[src/rtl/instr_fetch_unit.sv]
`default_nettype none
// ============================================================================
//  Module      : instr_fetch_unit
//  Description : RV32I instruction fetch stage. Holds the PC, issues
//                word-aligned requests to instruction memory (valid/ready
//                request channel, in-order variable-latency responses),
//                buffers returned words in a DEPTH-entry FIFO and presents
//                them to decode with a valid/ready handshake. Redirects
//                from execute reload the PC, flush the FIFO and discard
//                stale in-flight responses.
//  Parameters  : RESET_PC - first fetch address after reset
//                DEPTH    - FIFO entries and in-flight request credit (1..8)
//  Ports       : clk, rst_n                   - clock / async active-low reset
//                imem_req_valid/ready/addr    - fetch request channel
//                imem_rsp_valid/data          - in-order fetch responses
//                redirect_valid/target        - PCSrc + target from execute
//                instr_valid/ready, instr,
//                instr_pc, instr_pc_plus4     - decode interface
//  Option      : `define FETCH_PERF_CNT_EN adds perf_fetched / perf_stall
//                32-bit wrapping counters (decode pops / empty RUN cycles).
//  Revision    : 1.0 - initial release
// ============================================================================
module instr_fetch_unit #(
    parameter logic [31:0] RESET_PC = 32'h0000_0000,
    parameter int unsigned DEPTH    = 2
) (
    input  logic        clk,
    input  logic        rst_n,
    output logic        imem_req_valid,
    input  logic        imem_req_ready,
    output logic [31:0] imem_req_addr,
    input  logic        imem_rsp_valid,
    input  logic [31:0] imem_rsp_data,
    input  logic        redirect_valid,
    input  logic [31:0] redirect_target,
    output logic        instr_valid,
    input  logic        instr_ready,
    output logic [31:0] instr,
    output logic [31:0] instr_pc,
    output logic [31:0] instr_pc_plus4
`ifdef FETCH_PERF_CNT_EN
    ,
    output logic [31:0] perf_fetched,
    output logic [31:0] perf_stall
`endif
);

    localparam int unsigned      PTR_W    = (DEPTH > 1) ? $clog2(DEPTH) : 1;
    localparam int unsigned      CNT_W    = 4;   // holds 0..8
    localparam logic [CNT_W-1:0] DEPTH_C  = CNT_W'(DEPTH);
    localparam logic [PTR_W-1:0] LAST_PTR = PTR_W'(DEPTH - 1);
    localparam logic [31:0]      NOP      = 32'h0000_0013;

    typedef enum logic [0:0] {
        S_RESET_WAIT = 1'b0,
        S_RUN        = 1'b1
    } state_t;

    state_t           state_q, state_d;
    logic [31:0]      pc_q, pc_d;
    logic [CNT_W-1:0] outstanding_q, outstanding_d;
    logic [CNT_W-1:0] drop_cnt_q, drop_cnt_d;
    logic [CNT_W-1:0] fifo_count_q, fifo_count_d;
    logic [PTR_W-1:0] wr_ptr_q, wr_ptr_d;
    logic [PTR_W-1:0] rd_ptr_q, rd_ptr_d;
    logic [31:0]      fifo_instr_q [DEPTH];
    logic [31:0]      fifo_instr_d [DEPTH];
    logic [31:0]      fifo_pc_q    [DEPTH];
    logic [31:0]      fifo_pc_d    [DEPTH];
    logic [31:0]      last_instr_q, last_instr_d;
    logic [31:0]      last_pc_q, last_pc_d;

    logic             req_valid;
    logic             accept;
    logic             redirect;
    logic             pop;
    logic             rsp_keep;
    logic             fifo_nonempty;
    logic [CNT_W:0]   credit_used;
    logic [31:0]      head_instr;
    logic [31:0]      head_pc;

    // Target low bits are forced to zero; only the word address matters.
    logic             unused_tgt_bits;
    assign unused_tgt_bits = ^redirect_target[1:0];

    function automatic logic [PTR_W-1:0] ptr_inc(input logic [PTR_W-1:0] p);
        return (p == LAST_PTR) ? '0 : p + PTR_W'(1);
    endfunction

    assign fifo_nonempty = (fifo_count_q != '0);
    assign head_instr    = fifo_instr_q[rd_ptr_q];
    assign head_pc       = fifo_pc_q[rd_ptr_q];
    // Credits cover both in-flight requests and buffered words so a response
    // always finds a free FIFO slot.
    assign credit_used   = {1'b0, outstanding_q} + {1'b0, fifo_count_q};

    always_comb begin
        state_d       = state_q;
        pc_d          = pc_q;
        outstanding_d = outstanding_q;
        drop_cnt_d    = drop_cnt_q;
        fifo_count_d  = fifo_count_q;
        wr_ptr_d      = wr_ptr_q;
        rd_ptr_d      = rd_ptr_q;
        fifo_instr_d  = fifo_instr_q;
        fifo_pc_d     = fifo_pc_q;
        last_instr_d  = last_instr_q;
        last_pc_d     = last_pc_q;
        req_valid     = 1'b0;
        redirect      = 1'b0;

        case (state_q)
            S_RESET_WAIT: begin
                state_d = S_RUN;
            end
            S_RUN: begin
                redirect  = redirect_valid;
                req_valid = (credit_used < {1'b0, DEPTH_C}) && !redirect_valid;
            end
            default: begin
                state_d = S_RESET_WAIT;
            end
        endcase

        accept   = req_valid && imem_req_ready;
        pop      = fifo_nonempty && instr_ready && !redirect;
        rsp_keep = imem_rsp_valid && (drop_cnt_q == '0) && !redirect;

        outstanding_d = outstanding_q + CNT_W'(accept) - CNT_W'(imem_rsp_valid);

        if (redirect) begin
            pc_d = {redirect_target[31:2], 2'b00};
            // Everything still in flight is stale; a response landing this
            // cycle is already being discarded, so it is not counted again.
            drop_cnt_d = outstanding_q - CNT_W'(imem_rsp_valid);
        end else begin
            if (accept) begin
                pc_d = pc_q + 32'd4;
            end
            if (imem_rsp_valid && (drop_cnt_q != '0)) begin
                drop_cnt_d = drop_cnt_q - CNT_W'(1);
            end
        end

        // Capture the head before it leaves so the outputs hold their last
        // value once the FIFO runs empty.
        if ((pop || redirect) && fifo_nonempty) begin
            last_instr_d = head_instr;
            last_pc_d    = head_pc;
        end

        if (redirect) begin
            fifo_count_d = '0;
            wr_ptr_d     = '0;
            rd_ptr_d     = '0;
        end else begin
            if (rsp_keep) begin
                fifo_instr_d[wr_ptr_q] = imem_rsp_data;
                fifo_pc_d[wr_ptr_q]    = pc_for_rsp(pc_q, outstanding_q, fifo_count_q);
                wr_ptr_d               = ptr_inc(wr_ptr_q);
            end
            if (pop) begin
                rd_ptr_d = ptr_inc(rd_ptr_q);
            end
            fifo_count_d = fifo_count_q + CNT_W'(rsp_keep) - CNT_W'(pop);
        end
    end

    // The oldest in-flight request address is pc minus 4 per outstanding
    // request; with drop_cnt==0 every outstanding request is live.
    function automatic logic [31:0] pc_for_rsp(input logic [31:0]      pc,
                                               input logic [CNT_W-1:0] outs,
                                               input logic [CNT_W-1:0] cnt);
        logic unused_cnt;
        unused_cnt = ^cnt;
        return pc - {26'd0, outs, 2'b00};
    endfunction

    always_ff @(posedge clk or negedge rst_n) begin
        if (!rst_n) begin
            state_q       <= S_RESET_WAIT;
            pc_q          <= RESET_PC;
            outstanding_q <= '0;
            drop_cnt_q    <= '0;
            fifo_count_q  <= '0;
            wr_ptr_q      <= '0;
            rd_ptr_q      <= '0;
            last_instr_q  <= NOP;
            last_pc_q     <= RESET_PC;
            for (int i = 0; i < int'(DEPTH); i++) begin
                fifo_instr_q[i] <= '0;
                fifo_pc_q[i]    <= '0;
            end
        end else begin
            state_q       <= state_d;
            pc_q          <= pc_d;
            outstanding_q <= outstanding_d;
            drop_cnt_q    <= drop_cnt_d;
            fifo_count_q  <= fifo_count_d;
            wr_ptr_q      <= wr_ptr_d;
            rd_ptr_q      <= rd_ptr_d;
            last_instr_q  <= last_instr_d;
            last_pc_q     <= last_pc_d;
            fifo_instr_q  <= fifo_instr_d;
            fifo_pc_q     <= fifo_pc_d;
        end
    end

    assign imem_req_valid = req_valid;
    assign imem_req_addr  = pc_q;
    assign instr_valid    = fifo_nonempty;
    assign instr          = fifo_nonempty ? head_instr : last_instr_q;
    assign instr_pc       = fifo_nonempty ? head_pc    : last_pc_q;
    assign instr_pc_plus4 = instr_pc + 32'd4;

`ifndef SYNTHESIS
    a_no_fifo_overflow : assert property (@(posedge clk) disable iff (!rst_n)
        !(rsp_keep && (fifo_count_q == DEPTH_C)));
`endif

`ifdef FETCH_PERF_CNT_EN
    logic [31:0] perf_fetched_q, perf_fetched_d;
    logic [31:0] perf_stall_q, perf_stall_d;

    always_comb begin
        perf_fetched_d = perf_fetched_q;
        perf_stall_d   = perf_stall_q;
        if (pop) begin
            perf_fetched_d = perf_fetched_q + 32'd1;
        end
        if ((state_q == S_RUN) && !fifo_nonempty && !redirect_valid) begin
            perf_stall_d = perf_stall_q + 32'd1;
        end
    end

    always_ff @(posedge clk or negedge rst_n) begin
        if (!rst_n) begin
            perf_fetched_q <= '0;
            perf_stall_q   <= '0;
        end else begin
            perf_fetched_q <= perf_fetched_d;
            perf_stall_q   <= perf_stall_d;
        end
    end

    assign perf_fetched = perf_fetched_q;
    assign perf_stall   = perf_stall_q;
`endif

endmodule
`default_nettype wire

[config.mk]
export PLATFORM = sky130hd
export DESIGN_NAME = instr_fetch_unit
export DESIGN_NICKNAME = d
export VERILOG_FILES = /design/src/rtl/instr_fetch_unit.sv
export SDC_FILE = /design/constraint.sdc
export NUM_CORES = 1
export LEC_CHECK = 0
export CORE_MARGIN = 2
export CORE_UTILIZATION = 59
export DETAILED_ROUTE_END_ITERATION = 6
export PLACE_DENSITY = 0.87
export REMOVE_ABC_BUFFERS = 1
export SYNTH_ARGS = -nofsm -noshare
export SYNTH_HDL_FRONTEND = slang
export SYNTH_SLANG_ARGS = --single-unit
[constraint.sdc]
create_clock -name clk -period 5.23 [get_ports clk]
set_input_delay 0.523 -clock clk [delete_from_list [all_inputs] [get_ports clk]]
set_output_delay 0.523 -clock clk [all_outputs]
set_load 0.005 [all_outputs]
# Word level (Yosys, flattened, before mapping)
# Index checks and enable logic that the tools add are counted.
[totals]
reg_bits = 239
latch_bits = 0
ram_bits = 0
rom_bits = 0
out_inout_bits = 130
wordCells = 77
mem_count = 0
[op_classes]
n_addsub = 12
multipliers = 0
n_div = 0
order_cmp = 4
n_eq_ne = 0
n_shift = 0
mux = 25
bitwise_logic = 3
reduce_logical = 20
[op_table]
columns = ["operator", "n"]
rows = [
  ["2-to-1 mux 32 bit", 11],
  ["bitwise mux 64 bit", 2],
  ["adder 32 x 3 -> 32 bit, second input constant", 2],
  ["demux 32 bit (select 1 bit)", 1],
  ["subtractor 32 x 6 -> 32 bit", 1],
  ["2-to-1 mux 4 bit", 3],
  ["subtractor 4 x 1 -> 4 bit", 3],
  ["logical AND 1 bit", 9],
  ["adder 4 x 1 -> 4 bit", 2],
  ["2-to-1 mux 1 bit", 8],
  ["nonzero test 2 bit", 4],
  ["nonzero test 4 bit", 2],
  ["adder 4 x 4 -> 5 bit", 1],
  ["less-than comparator 5 x 2 -> 1 bit, second input constant", 1],
  ["greater-or-equal comparator 2 bit, second input constant", 2],
  ["logical NOT 4 bit", 1],
  ["NOT 1 -> 2 bit", 2],
  ["subtractor 4 x 1 -> 4 bit, second input constant", 1],
  ["adder 1 bit, second input constant", 2],
  ["logical NOT 1 bit", 2],
  ["less-than comparator 2 x 1 -> 1 bit, second input constant", 1],
  ["AND reduction 2 bit", 1],
  ["logical OR 1 bit", 1],
  ["NOT 1 bit", 1],
]

# Logic depth before layout (Yosys ltp)
[logic_depth]
depth_word = 7
ltp_mapped = 16
depth_no_buf = 13

# Worst setup path before layout
# No wires, ideal clock.
[synth_path]
kind = "reg2out"
startpoint = "register fifo_count_q[2]"
endpoint = "output port instr_pc_plus4[26]"
arrival_time_ps = 3260
required_ps = 4707
path_slack_ps = 1447
path_stages_with_launch = 16
n_path_buf = 4
cell_sequence = "dfrtp_1 inv_1 ha_1 nor3b_4 inv_2 clkbuf_1 clkbuf_1 clkbuf_1 clkbuf_1 nor2_1 a21oi_1 ha_1 o2111a_1 nor4b_4 nor3b_2 xor2_1"
[synth_between]
elab_chain_len = 3
[synth_rtl]
columns = ["item", "line", "source"]
rows = [
  ["from (decl)", "63", "logic [CNT_W-1:0] fifo_count_q, fifo_count_d;"],
  ["from (signal assigned)", "200", "fifo_count_q <= fifo_count_d;"],
  ["nonzero test 4 bit", "91", "assign fifo_nonempty = (fifo_count_q != '0);"],
  ["2-to-1 mux 32 bit", "214", "assign instr_pc = fifo_nonempty ? head_pc : last_pc_q;"],
  ["net instr_pc[3]", "39", "output logic [31:0] instr_pc,"],
  ["adder 32 x 3 -> 32 bit", "215", "assign instr_pc_plus4 = instr_pc + 32'd4;"],
  ["to (decl)", "40", "output logic [31:0] instr_pc_plus4"],
]
# The timed path passes the listed nets, and every way through them passes these cells.

# Worst setup path after layout
[layout_path]
startpoint = "register rd_ptr_q"
endpoint = "output port instr_pc_plus4[26]"
[layout_between]
elab_chain_len = 6
[layout_rtl]
columns = ["item", "line", "source"]
rows = [
  ["from (decl)", "65", "logic [PTR_W-1:0] rd_ptr_q, rd_ptr_d;"],
  ["from (signal assigned)", "202", "rd_ptr_q <= rd_ptr_d;"],
  ["NOT 1 -> 2 bit (not written as such)", "93", "assign head_pc = fifo_pc_q[rd_ptr_q];"],
  ["2-to-1 mux 32 bit (not written as such) (3 in series)", "93", ""],
  ["2-to-1 mux 32 bit", "214", ""],
  ["adder 32 x 3 -> 32 bit", "215", ""],
]
# No other way between the ends. The select of a mux whose other input is x is not followed.

==> key figures <==
Run status
  • Status: completed

Die
  • Die H: 149 um
  • I/O pins: 200
  • Die X: between 100 and 150 um
  • Initial Util: between 60% and 70%
  • CORE AREA: 20400 um^2
  • Total die area: ~22000 um^2
  • Core Rows: 52

CTS
  • Total clock buffers created by CTS: 25
  • Clock Latency Late Sink: roughly 0.52 ns
  • Register clock-pin slew on the reported worst setup and hold paths: 0.06 ns
  • Clock Sinks: 231
  • Clock buffer depth: 3
  • Post-CTS Setup Inserts: 0
  • CTS resizes: 0
  • CTS hold repair buffers: 0
  • CTS tree: yes
  • CTS Root Cell: clkbuf_16
  • Htree depth: 1

Power and ir drop
  • Comb power frac: between 40% and 50%
  • P_sw: 3.28 mW
  • Clock power frac: 18.0%
  • VDD IR max: between 0.3 and 0.4 mV
  • Pwr per Cell Area: 580 nW/um^2
  • Internal power: 5.47 mW
  • Sequential power share: roughly 34%
  • Sw frac: 37.5%
  • Leakage: approximately 6.8 nW

Finish
  • # nets final: 1608
  • Multi-input gate area: ~6100 um^2
  • Layout cell share with drive strength beyond 1: 7.08%
  • # diodes: 0
  • Reg area: between 5000 and 6000 um^2
  • Fillers: 1429
  • Area grow syn2layout: 22.4%

Worst setup path
  • R2r endpoint: outstanding_q[3]$_DFF_PN0_
  • Critical Path, Cell by Cell: nand3_1 -> a2111oi_4 -> o2111a_1 -> nor4b_4 -> nor3b_2 -> xor2_1 -> clkdlybuf4s50_1
  • Reg-to-reg startpoint: outstanding_q[1]$_DFF_PN0_
  • Crit path launch type: register
  • CP arrival: around 4.2 ns
  • CP max stage cell: dfrtp_4
  • WS Path Type: reg2out
  • Reg2reg path depth: 13
  • Worst setup EP type: primary output
  • Reg-to-reg slack, setup: 1.78 ns
  • WP data required: 4.71 ns
  • Critical path peak fanout: 67
  • Delay of the slowest critical-path stage: 1.09 ns

Synth
  • Syn Inst Count: 1360
  • Synthesized area: 12300 um^2
  • FF+latch count, synth: between 200 and 250
  • Ys async rst share: 100%
  • Seq/Total Area, Yosys: a little under half
  • Top cell type's share of synthesized area: 46.3%
  • Yosys top cell by area: dfrtp_1
  • Yosys warnings: 0
  • Post-synth EDFFs: 0
  • Synth unique cells: 65
  • Synth Flop Type: dfrtp_1
  • Mean Syn Cell Area: 9.06 um^2
  • Top cells by area, synth: dfrtp_1, nand2_1, o21ai_0

STA
  • TNS Setup: 0 ns
  • Period utilization: 89.7%
  • Fin. Hold Viols: 0
  • Unrepaired setup endpoints after global routing: no
  • Slew @ Worst Pin: 1.04 ns
  • Post-route minimum period: 4.69 ns
  • Clock skew: 0.0164 ns
  • Slew headroom: 30.9%
  • Max-slew violations: 0
  • Final setup fails: 0
  • Final setup margin: 0.540 ns
  • Max Fclk: between 200 and 250 MHz

Drt
  • DRT antenna net count: 0
  • WL final: 30000 um
  • Vias per cell: 5.68
  • WL/cell: approximately 17 um
  • Router iterations before antenna repair: 5
  • Via count: 10.2k
  • Residual DRC: 0
  • DR iter-0 viols: 569

Global route
  • First-pass GRT wire length: between 40000 and 50000 um
  • Tot GR Track Use: between 20 and 30%
  • Initial antenna violation count: 0
  • Vias in the first global route: ~10k
  • Largest net degree at the start of global routing: 124
  • Grt total ovfl: 0

Worst hold path
  • Type of the tightest min-delay check: in2async

Job
  • Max cap viols: 0

Place
  • IO Port Bufs: ~190
  • GPL Wtd Cong: 0.903
  • Dpl ws: 1.11 ns
  • DP HPWL: 20400 um
layer usage:
layer  track usage, %  share of wire [%]  vias up
met5                0                  0        -
met4             7.33                2.4        0
met3             4.08                6.4       56
met2             46.6                 49      385
met1             36.4                 43     4876
li1                 -                  -     4885
stage by stage:
| step | util [%] | hold WS (ns) | std cells | total power [mW] | instance area (um^2) |
|---|---|---|---|---|---|
| floorplan | - | 0.227 | 1278 | 5.05 | 12000 |
| global placement | 70.5 | 0.456 | 1754 | 7.00 | 14400 |
| detailed placement | 70.5 | 0.461 | 1754 | 7.17 | 14400 |
| CTS | 74.1 | 0.145 | 1796 | 8.79 | 15100 |
| global route | 74.1 | 0.167 | 1796 | 9.36 | 15100 |
| finish | 74.1 | 0.0886 | 1796 | 8.75 | 15100 |
synthesized netlist by cell type (3+ instances only):
cell type and number:
a31oi_1 8, nor4_2 3, buf_1 4, nand4b_1 4
buf_2 9, nor4_1 10, a21oi_1 70, ha_1 23
and3_1 13, o21ai_1 4, mux2i_1 61, or3_1 5
nand2b_1 3, nor2b_1 6, fa_1 4, nand2_1 288
dfstp_2 3, nor3_1 11, nor2_1 106, and2_1 5
nand3_1 36, dfrtp_1 228, nand4_1 15, buf_4 7
xnor2_1 42, o21ai_0 160, mux2_2 33, xor2_1 53
a211oi_1 3, inv_1 29, nand3b_1 5, clkbuf_1 65
state kept, by name, summed over array words and instances (netlist names), 4 cells and up:
| register | cells |
|---|---|
| fifo_pc_q | 60 |
| last_instr_q | 32 |
| fifo_count_q | 4 |
| imem_req_addr | 30 |
| outstanding_q | 4 |
| drop_cnt_q | 4 |
| fifo_instr_q | 64 |
| last_pc_q | 30 |
critical path, delay by kind of cell, from the launching register on:
family	cells	cell delay (ns)
AO/OA/AOI/OAI	2	0.79
flip-flops	1	1.09
buffers and inverters	1	0.53
XOR/XNOR	1	0.18
AND/OR/NAND/NOR	3	1.01
cells by family (layout without fill, tap and decap cells):
kind of cell	Yosys count	after routing	synth area share, %
multiplexers	94	94	7.97
buffers and inverters	117	278	3.99
AO/OA/AOI/OAI	265	265	11.7
adder cells (fa/ha/maj)	27	27	2.98
other	2	7	0.0609
AND/OR/NAND/NOR	529	529	19.7
flip-flops	231	231	46.9
XOR/XNOR	95	95	6.75
power by group through the flow:
stage               clock network [mW]  registers [mW]  logic [mW]
global route                      1.68            3.04        4.64
floorplan                            0            2.84        2.21
finish                            1.58            2.96        4.22
detailed placement                   0            2.97        4.20
CTS                               1.60            2.95        4.24
global placement                     0            2.93        4.07
placed cells by master (no fill, tap or decap), drive strengths merged, types with 23 or more instances in the layout:
cell	Yosys	final
clkdlybuf4s50	0	190
clkbuf	65	37
dfrtp	228	228
nand2	288	288
xnor2	42	42
nand3	36	36
mux2i	61	61
inv	30	31
mux2	33	33
xor2	53	53
nor2	108	108
ha	23	23
o21ai	164	164
a21oi	71	71
worst max path at each step:
stage          depth (start not counted)            startpoint  slack (ns)                      endpoint
3_3_place_gp                           7  rd_ptr_q$_DFFE_PN0P_        1.15            instr_pc_plus4[26]
4_1_cts                                7  rd_ptr_q$_DFFE_PN0P_        0.56            instr_pc_plus4[26]
5_1_grt                                7  rd_ptr_q$_DFFE_PN0P_        0.34            instr_pc_plus4[26]
6_report                               7  rd_ptr_q$_DFFE_PN0P_        0.54            instr_pc_plus4[26]
3_5_place_dp                           7  rd_ptr_q$_DFFE_PN0P_        1.11            instr_pc_plus4[26]
2_1_floorplan                          3        redirect_valid        0.08  last_instr_q[10]$_DFFE_PN0P_
area by class of cell:
type / instances / share of cell area, %
Multi-Input combinational cell: 1017 / 40.3
Sequential cell: 231 / 38.4
Timing Repair Buffer: 206 / 13.5
Clock buffer: 37 / 4.58
Tap cell: 270 / 2.24
Inverter: 30 / 0.763
Clock inverter: 5 / 0.191
(Power assumes the default switching activity.)
